**src/rtl/sync_ram_pkg.sv**
```systemverilog
// sync_ram_pkg: shared types and helpers for sync_ram_clr.
// Contents: state_t {CLEAR, READY}, clog2() address-width helper,
// even_par() parity over a vector zero-extended to MAX_W bits.
package sync_ram_pkg;
   typedef enum logic {CLEAR, READY} state_t;
   localparam int MAX_W = 256;
   function automatic int clog2(input int v);
      int r;
      r = 0;
      while ((1 << r) < v) r++;
      return r;
   endfunction
   // Zero-extension leaves the XOR unchanged, so callers cast narrower words up.
   function automatic logic even_par(input logic [MAX_W-1:0] v);
      return ^v;
   endfunction
endpackage

```
**src/rtl/sync_ram_clr_seq.sv**
```systemverilog
// sync_ram_clr_seq: clear sequencer, owns state, sweep counter, busy and the array write-port mux.
// Ports: clock, reset (async, active-high), clear (start sweep, sampled in READY),
//        port_we/port_addr/port_word (qualified user write), mem_we/mem_addr/mem_word (to array),
//        ready (state is READY), busy (registered, high during sweep).
module sync_ram_clr_seq import sync_ram_pkg::*; #(
   parameter  int            DEPTH    = 8,
   parameter  int            MW       = 8,
   parameter  logic [MW-1:0] CLR_WORD = '0,
   localparam int            ADDR_W   = clog2(DEPTH)
) (
   input  logic              clock,
   input  logic              reset,
   input  logic              clear,
   input  logic              port_we,
   input  logic [ADDR_W-1:0] port_addr,
   input  logic [MW-1:0]     port_word,
   output logic              mem_we,
   output logic [ADDR_W-1:0] mem_addr,
   output logic [MW-1:0]     mem_word,
   output logic              ready,
   output logic              busy
);
   state_t            state;
   logic [ADDR_W-1:0] cnt;
   always_ff @(posedge clock or posedge reset)
      if (reset) begin
         state <= CLEAR;
         cnt   <= '0;
         busy  <= 1'b1;
      end else if (state == CLEAR) begin
         if (cnt == ADDR_W'(DEPTH - 1)) begin
            state <= READY;
            cnt   <= '0;
            busy  <= 1'b0;
         end else cnt <= cnt + 1'b1;
      end else if (clear) begin
         state <= CLEAR;
         cnt   <= '0;
         busy  <= 1'b1;
      end
   assign ready = (state == READY);
   // Port writes are only qualified in READY, so the two sources never collide.
   always_comb begin
      mem_we   = ready ? port_we : 1'b1;
      mem_addr = ready ? port_addr : cnt;
      mem_word = ready ? port_word : CLR_WORD;
   end
endmodule

```
**src/rtl/sync_ram_clr.sv**
```systemverilog
// sync_ram_clr: single-clock RAM, separate write/read ports, registered 1-cycle read, built-in clear sweep.
// Ports: clock, reset (async, active-high), clear, wr_en/wr_addr/wr_data, rd_en/rd_addr,
//        rd_data/rd_valid (registered read result), busy (sweep in progress, accesses ignored).
// Option: define SYNC_RAM_PARITY_EN to store an even-parity bit per word, adding input
//        wr_par_inj (invert stored parity on accepted write) and output rd_perr (valid with rd_valid).
module sync_ram_clr import sync_ram_pkg::*; #(
   parameter  int                DATA_W    = 8,
   parameter  int                DEPTH     = 8,
   parameter  logic [DATA_W-1:0] CLEAR_VAL = '0,
   localparam int                ADDR_W    = clog2(DEPTH)
) (
   input  logic              clock,
   input  logic              reset,
   input  logic              clear,
   input  logic              wr_en,
   input  logic [ADDR_W-1:0] wr_addr,
   input  logic [DATA_W-1:0] wr_data,
   input  logic              rd_en,
   input  logic [ADDR_W-1:0] rd_addr,
`ifdef SYNC_RAM_PARITY_EN
   input  logic              wr_par_inj,
   output logic              rd_perr,
`endif
   output logic [DATA_W-1:0] rd_data,
   output logic              rd_valid,
   output logic              busy
);
`ifdef SYNC_RAM_PARITY_EN
   localparam int MW = DATA_W + 1;
   localparam logic [MW-1:0] CLR_WORD = {even_par(MAX_W'(CLEAR_VAL)), CLEAR_VAL};
   logic [MW-1:0] port_word;
   assign port_word = {even_par(MAX_W'(wr_data)) ^ wr_par_inj, wr_data};
`else
   localparam int MW = DATA_W;
   localparam logic [MW-1:0] CLR_WORD = CLEAR_VAL;
   logic [MW-1:0] port_word;
   assign port_word = wr_data;
`endif
   logic [MW-1:0]     mem [DEPTH];
   logic              ready, wr_acc, rd_acc, rd_in, mem_we;
   logic [ADDR_W-1:0] mem_addr;
   logic [MW-1:0]     mem_word, rd_word;
   assign wr_acc = ready & wr_en & ({1'b0, wr_addr} < (ADDR_W + 1)'(DEPTH));
   assign rd_acc = ready & rd_en;
   assign rd_in  = {1'b0, rd_addr} < (ADDR_W + 1)'(DEPTH);
   // Write-first: a same-cycle write to the read address is forwarded.
   assign rd_word = (wr_acc && wr_addr == rd_addr) ? port_word : mem[rd_addr];
   sync_ram_clr_seq #(.DEPTH(DEPTH), .MW(MW), .CLR_WORD(CLR_WORD)) u_seq (
      .clock     (clock),
      .reset     (reset),
      .clear     (clear),
      .port_we   (wr_acc),
      .port_addr (wr_addr),
      .port_word (port_word),
      .mem_we    (mem_we),
      .mem_addr  (mem_addr),
      .mem_word  (mem_word),
      .ready     (ready),
      .busy      (busy)
   );
   always_ff @(posedge clock)
      if (mem_we) mem[mem_addr] <= mem_word;
   always_ff @(posedge clock or posedge reset)
      if (reset) begin
         rd_data  <= '0;
         rd_valid <= 1'b0;
`ifdef SYNC_RAM_PARITY_EN
         rd_perr  <= 1'b0;
`endif
      end else begin
         rd_valid <= rd_acc;
         if (rd_acc) begin
            rd_data <= rd_in ? rd_word[DATA_W-1:0] : '0;
`ifdef SYNC_RAM_PARITY_EN
            rd_perr <= rd_in & (^rd_word);
`endif
         end
      end
endmodule

```
**config.mk**
```make
export PLATFORM = sky130hd
export DESIGN_NAME = sync_ram_clr
export DESIGN_NICKNAME = d
export VERILOG_FILES = /design/src/rtl/sync_ram_pkg.sv /design/src/rtl/sync_ram_clr_seq.sv /design/src/rtl/sync_ram_clr.sv
export SDC_FILE = /design/constraint.sdc
export NUM_CORES = 1
export LEC_CHECK = 0
export ABC_AREA = 0
export CAP_MARGIN = 20
export CORE_UTILIZATION = 46
export CTS_BUF_LIST = sky130_fd_sc_hd__clkbuf_8
export DETAILED_ROUTE_END_ITERATION = 10
export PLACE_DENSITY = 0.66
export SLEW_MARGIN = 15
export SYNTH_ARGS = -nofsm -noshare
export SYNTH_HDL_FRONTEND = slang
export SYNTH_SLANG_ARGS = --single-unit
```
**constraint.sdc**
```tcl
create_clock -name clock -period 2.7 [get_ports clock]
set_input_delay 0.27 -clock clock [delete_from_list [all_inputs] [get_ports clock]]
set_output_delay 0.27 -clock clock [all_outputs]
set_load 0.1 [all_outputs]
```
## Word-level counts from Yosys, hierarchy flattened

Memory sizes are Yosys's and may differ from the RTL's. A register that Yosys moved wholly into a read port is not among the register bits.
Index checks and enable logic that the tools add are counted.

| word-level totals | value |
|---|---|
| flip-flop bits (word level) | 6 |
| RAM bits | 64 |
| input bits | 19 |
| output and inout bits | 10 |
| word-level logic and storage cells | 26 |
| memories kept | 1 |

Memory list:

| name | depth | width | read ports | clocked after memory_dff | wr ports | line | text |
|---|---|---|---|---|---|---|---|
| mem | 8 | 8 | 1 | 1 | 1 | sync_ram_clr.sv:39 | `logic [MW-1:0] mem [DEPTH];` |

| cells by class | value |
|---|---|
| $add $sub $neg | 1 |
| equal/unequal tests | 2 |
| muxes and demuxes | 14 |
| bitwise operators | 2 |
| reductions and logical operators | 2 |

Operator list:

| operator | number |
|---|---|
| 3-bit 2-to-1 mux | 4 |
| 1-bit 2-to-1 mux | 9 |
| 8-bit 2-to-1 mux | 1 |
| 3-bit by 1-bit adder with 3-bit output, second input constant | 1 |
| 3-bit == test, second input constant | 1 |
| 1-bit AND | 2 |
| 2-bit != test, second input constant | 1 |
| 2-bit AND reduction | 1 |
| 2-bit nonzero test | 1 |

## Longest topological paths before layout

| logic depth | value |
|---|---|
| depth after elaboration | 4 |
| depth in mapped cells | 6 |
| mapped depth without buffers | 4 |

## Cells and area by module

From an unflattened synthesis, not the netlist that was laid out.

| unflattened totals | value |
|---|---|
| cell total of the unflattened synthesis | 184 |
| area total of the unflattened synthesis | 3,240.6 um^2 |

Modules (own cells, without submodules):

| module | instances | cells each | area an instance (um^2) | sequential area each (um^2) |
|---|---|---|---|---|
| sync_ram_clr | 1 | 148 | 2,899.0 | 2,147.1 |
| sync_ram_clr_seq | 1 | 36 | 341.6 | 126.4 |

## Worst setup path after synthesis

Ideal clock, no wire load.

| timing path | value |
|---|---|
| kind | register to register |
| from | register u_seq.state, in the netlist u_seq.ready |
| to | memory mem[1][0], enable pin |
| arrival | 1.338 ns |
| required time | 2.330 ns |
| path slack | 0.992 ns |
| cell stages (with the launch flop) | 5 |
| buffers on the path | 2 |
| clock period less this slack | 1.708 ns |
| cells stage by stage | dfrtp_1 -> clkbuf_1 -> buf_2 -> a31oi_1 -> nor2_1 |

| on the way | value |
|---|---|
| longest elaborated chain between the ends | 4 |

Ends and longest elaborated chain:

| element | line | text |
|---|---|---|
| start, declared | sync_ram_clr_seq.sv:23 | `state_t state;` |
| start signal, assigned | sync_ram_clr_seq.sv:27 | `state <= CLEAR;` |
| start signal, assigned | sync_ram_clr_seq.sv:32 | `state <= READY;` |
| start signal, assigned | sync_ram_clr_seq.sv:37 | `state <= CLEAR;` |
| 1-bit AND | sync_ram_clr.sv:43 | `assign wr_acc = ready & wr_en & ({1'b0, wr_addr} < (ADDR_W + 1)'(DEPTH));` |
| 1-bit 2-to-1 mux | sync_ram_clr_seq.sv:44 | `mem_we = ready ? port_we : 1'b1;` |
| 1-bit 2-to-1 mux | sync_ram_clr.sv:62 | `if (mem_we) mem[mem_addr] <= mem_word;` |
| 1-bit 2-to-1 mux (implied by the code) | sync_ram_clr.sv:62 |  |
| end, declared | sync_ram_clr.sv:39 |  |

Parallel ways exist; a longest one is shown, timed or not.

## Worst setup path in the final report

| timing path | value |
|---|---|
| from | register u_seq.state, in the netlist u_seq.ready |
| to | memory mem[1][3], enable pin |

Same word-level chain as after synthesis.

==> run_results.csv <==
group,metric,value,unit
outcome,status,"completed",
clocking,cts_root_buffer,"clkbuf_8",
routing,routed.top_layer,"met4",
routing,wl_met2,3270,microns
power,total_power,4.33,mW
logic_synthesis,synth-async-reset-ratio,0.179,
grt,grt_max_degree,26,
placed_design,portBuffers,28,
run,max_cap_violations,0,
clocking,cts.path.max_buffers,2,
placed_design,hpwl,4210,microns
floorplan,ios,29,
logic_synthesis,ys.flop_type,"edfxtp_1",
sta,finalHoldViolCount,0,
logic_synthesis,synth_area_leaders,"edfxtp_1 59%, mux4_2 11%, dfrtp_1 10%, mux2i_1 2.5%, nor2_1 2.4%",
routing,routed-wl-met3,265,microns
routing,detail_route.drc_violations,0,
routing,via_count,1788,
logic_synthesis,synth_edf_count,64,
setup_path,worstPathArrival,2150,ps
setup_path,critPathLaunchType,"flop",
clocking,numCtsBuffers,9,
setup_path,crit_type,"reg -> reg",
sta,whs,291,ps
power,p_leak,1.43,nW
sta,worstMarginPinSlew,716,ps
clocking,htree_levels,3,
cells_and_area,antenna_cells,0,
cells_and_area,instances_no_fill,335,
sta,finalCritPeriodShare,0.776,
hold_path,hold_path_class,"in -> async",
setup_path,worst_r2r_path_depth,3,
logic_synthesis,synth_largest_area_cell,"edfxtp_1",
placed_design,dp_cells,319,
placed_design,dpl-instance-area,3650,sq um
sta,finClkSkew,8.85,ps
logic_synthesis,syn_area,3250,sq um
logic_synthesis,syn_nets,213,
grt,grt.overflow.total,0,
setup_path,crit_path_end_kind,"flop",
power,worst_ir_drop_vdd,0.000363,V
setup_path,crit_fanout,25,
cells_and_area,fin_area,3870,sq um
logic_synthesis,synth.avg_cell_area,16.9,sq um
routing,routed_wirelength,6510,microns
floorplan,fp-row-count,30,
routing,drt_iter0_drc,132,
sta,rsz0062_at_grt,"no",
setup_path,required,2750,ps
placed_design,place_congestion,0.745,
sta,max_freq,477,MHz
clocking,cts_setup_buffers,0,
sta,slew_headroom,0.523,
cells_and_area,nFillCells,529,
floorplan,die_h,86.1,microns
cells_and_area,drive_gt1_frac,0.251,
logic_synthesis,yosysSeqAreaShare,0.699,
setup_path,worstReg2RegEnd,"mem[1][3]",
clocking,ctsHoldBuffers,0,
logic_synthesis,ys_warn_count,0,
logic_synthesis,ys_types,30,
sta,finalSetupTns,0,ps
sta,setup_viol,0,
grt,grt_pass1_vias,1786,
grt,grt_pass1_wl,10300,microns
clocking,cts.sinks,78,
sta,slew_violations,0,
floorplan,fp.dieW,86.1,microns
logic_synthesis,synthCells,192,
sta,period_needed,2100,ps
clocking,clock_latency,350,ps
setup_path,rrSetupSlack,600,ps
floorplan,die_area,7410,sq um
setup_path,r2r-start,"u_seq.ready",
power,powerDensity,1120,nW/um^2
cells_and_area,final_nets,255,
routing,wl_met1,2850,microns
grt,grt_antenna_before_repair,0,
clocking,postCtsResizedCells,0,
routing,drt_first_pass_iters,4,
routing,viasPerCell,5.34,
logic_synthesis,ys_seq_elements,78,
routing,wl_per_cell,19.4,microns
clocking,cts_tree,"yes",
grt,grtUsageTotal,0.199,
floorplan,initial_core_util,0.478,
floorplan,core_area,6790,sq um
cells_and_area,syn_to_final_growth,19.1,%
logic_synthesis,synth_top_area_share,0.591,
clocking,clk_pin_slew,80,ps
routing,ant_nets,0,
logic make-up (layout without fill, tap and decap cells):
group           after synthesis  after routing  synth area share
compound gates               20             20            0.0443
simple gates                 44             44            0.0627
fa+ha+maj                     2              2           0.00770
buf+inv                      21             68            0.0354
xor+xnor                      3              3            0.0150
mux                          24             24             0.135
flops                        78             78             0.699
synth_stat cells, types with 3 or more instances:
library cell / instances
edfxtp_1: 64
nor2_1: 21
mux4_2: 16
dfrtp_1: 13
inv_1: 11
nand2_1: 9
mux2i_1: 8
and2_1: 6
a221oi_1: 5
buf_6: 4
nor3_1: 4
a211oi_1: 3
o21ai_1: 3
xnor2_2: 3
cell usage in the layout, fill, tap and decap left out, types with 2 or more instances in the layout:
| master | n |
|---|---|
| bufinv_16 | 2 |
| o22ai_1 | 2 |
| buf_4 | 22 |
| ha_1 | 2 |
| nand2_1 | 9 |
| a211oi_1 | 3 |
| a21oi_1 | 2 |
| clkdlybuf4s50_1 | 18 |
| clkbuf_8 | 10 |
| a221oi_1 | 5 |
| edfxtp_1 | 64 |
| mux2i_1 | 8 |
| xnor2_2 | 3 |
| inv_1 | 12 |
| o21ai_1 | 3 |
| a31oi_1 | 2 |
| nor2_1 | 21 |
| dfrtp_1 | 13 |
| mux4_2 | 16 |
| clkinv_4 | 2 |
| and2_1 | 6 |
| nor3_1 | 4 |
state kept, by name, summed over array words and instances (netlist names):
name / flops
u_seq.ready: 1
mem: 64
u_seq.cnt: 3
rd_data: 8
rd_valid: 1
u_seq.busy: 1
where the power goes:
part / internal, mW / switching [mW] / leakage, nW
combinational: 0.439 / 0.998 / 0.552
sequential: 1.76 / 0.172 / 0.762
clock: 0.544 / 0.412 / 0.118
total: 2.74 / 1.58 / 1.43
layout make-up:
type | instances | area [sq um] | area share
multi-input combinational | 93 | 862 | 0.223
clock inverter | 6 | 86.3 | 0.0223
timing repair buffer | 40 | 345 | 0.0892
clock buffer | 10 | 138 | 0.0356
sequential | 78 | 2270 | 0.587
inverter | 12 | 45.0 | 0.0116
tap | 96 | 120 | 0.0310
worst max-delay path: stages, from the launching register on:
cell and delay (ps):
dfrtp_1 810, a31oi_1 350, nor2_1 400, buf_4 240
how the worst max path moves through the flow:
stage | from | end | slack (ps)
global placement | rd_addr[1] | rd_data[4] | 530
finish | u_seq.ready | mem[1][3] | 600
global route | u_seq.ready | mem[1][3] | 500
floorplan | u_seq.ready | mem[1][0] | 990
detailed placement | rd_addr[1] | rd_data[7] | 480
CTS | u_seq.ready | mem[1][3] | 620
per-layer routing:
layer,up-vias,track usage
met3,10,0.0366
li1,823,-
met4,0,0.0939
met2,47,0.330
met5,-,0
met1,908,0.257
metrics by stage:
step                setup slack, ps   util
floorplan                       992      -
detailed placement              483  0.537
finish                          604  0.570
global placement                533  0.537
CTS                             625  0.570
global route                    500  0.570
Note: power is estimated with default switching activity, not from simulation.
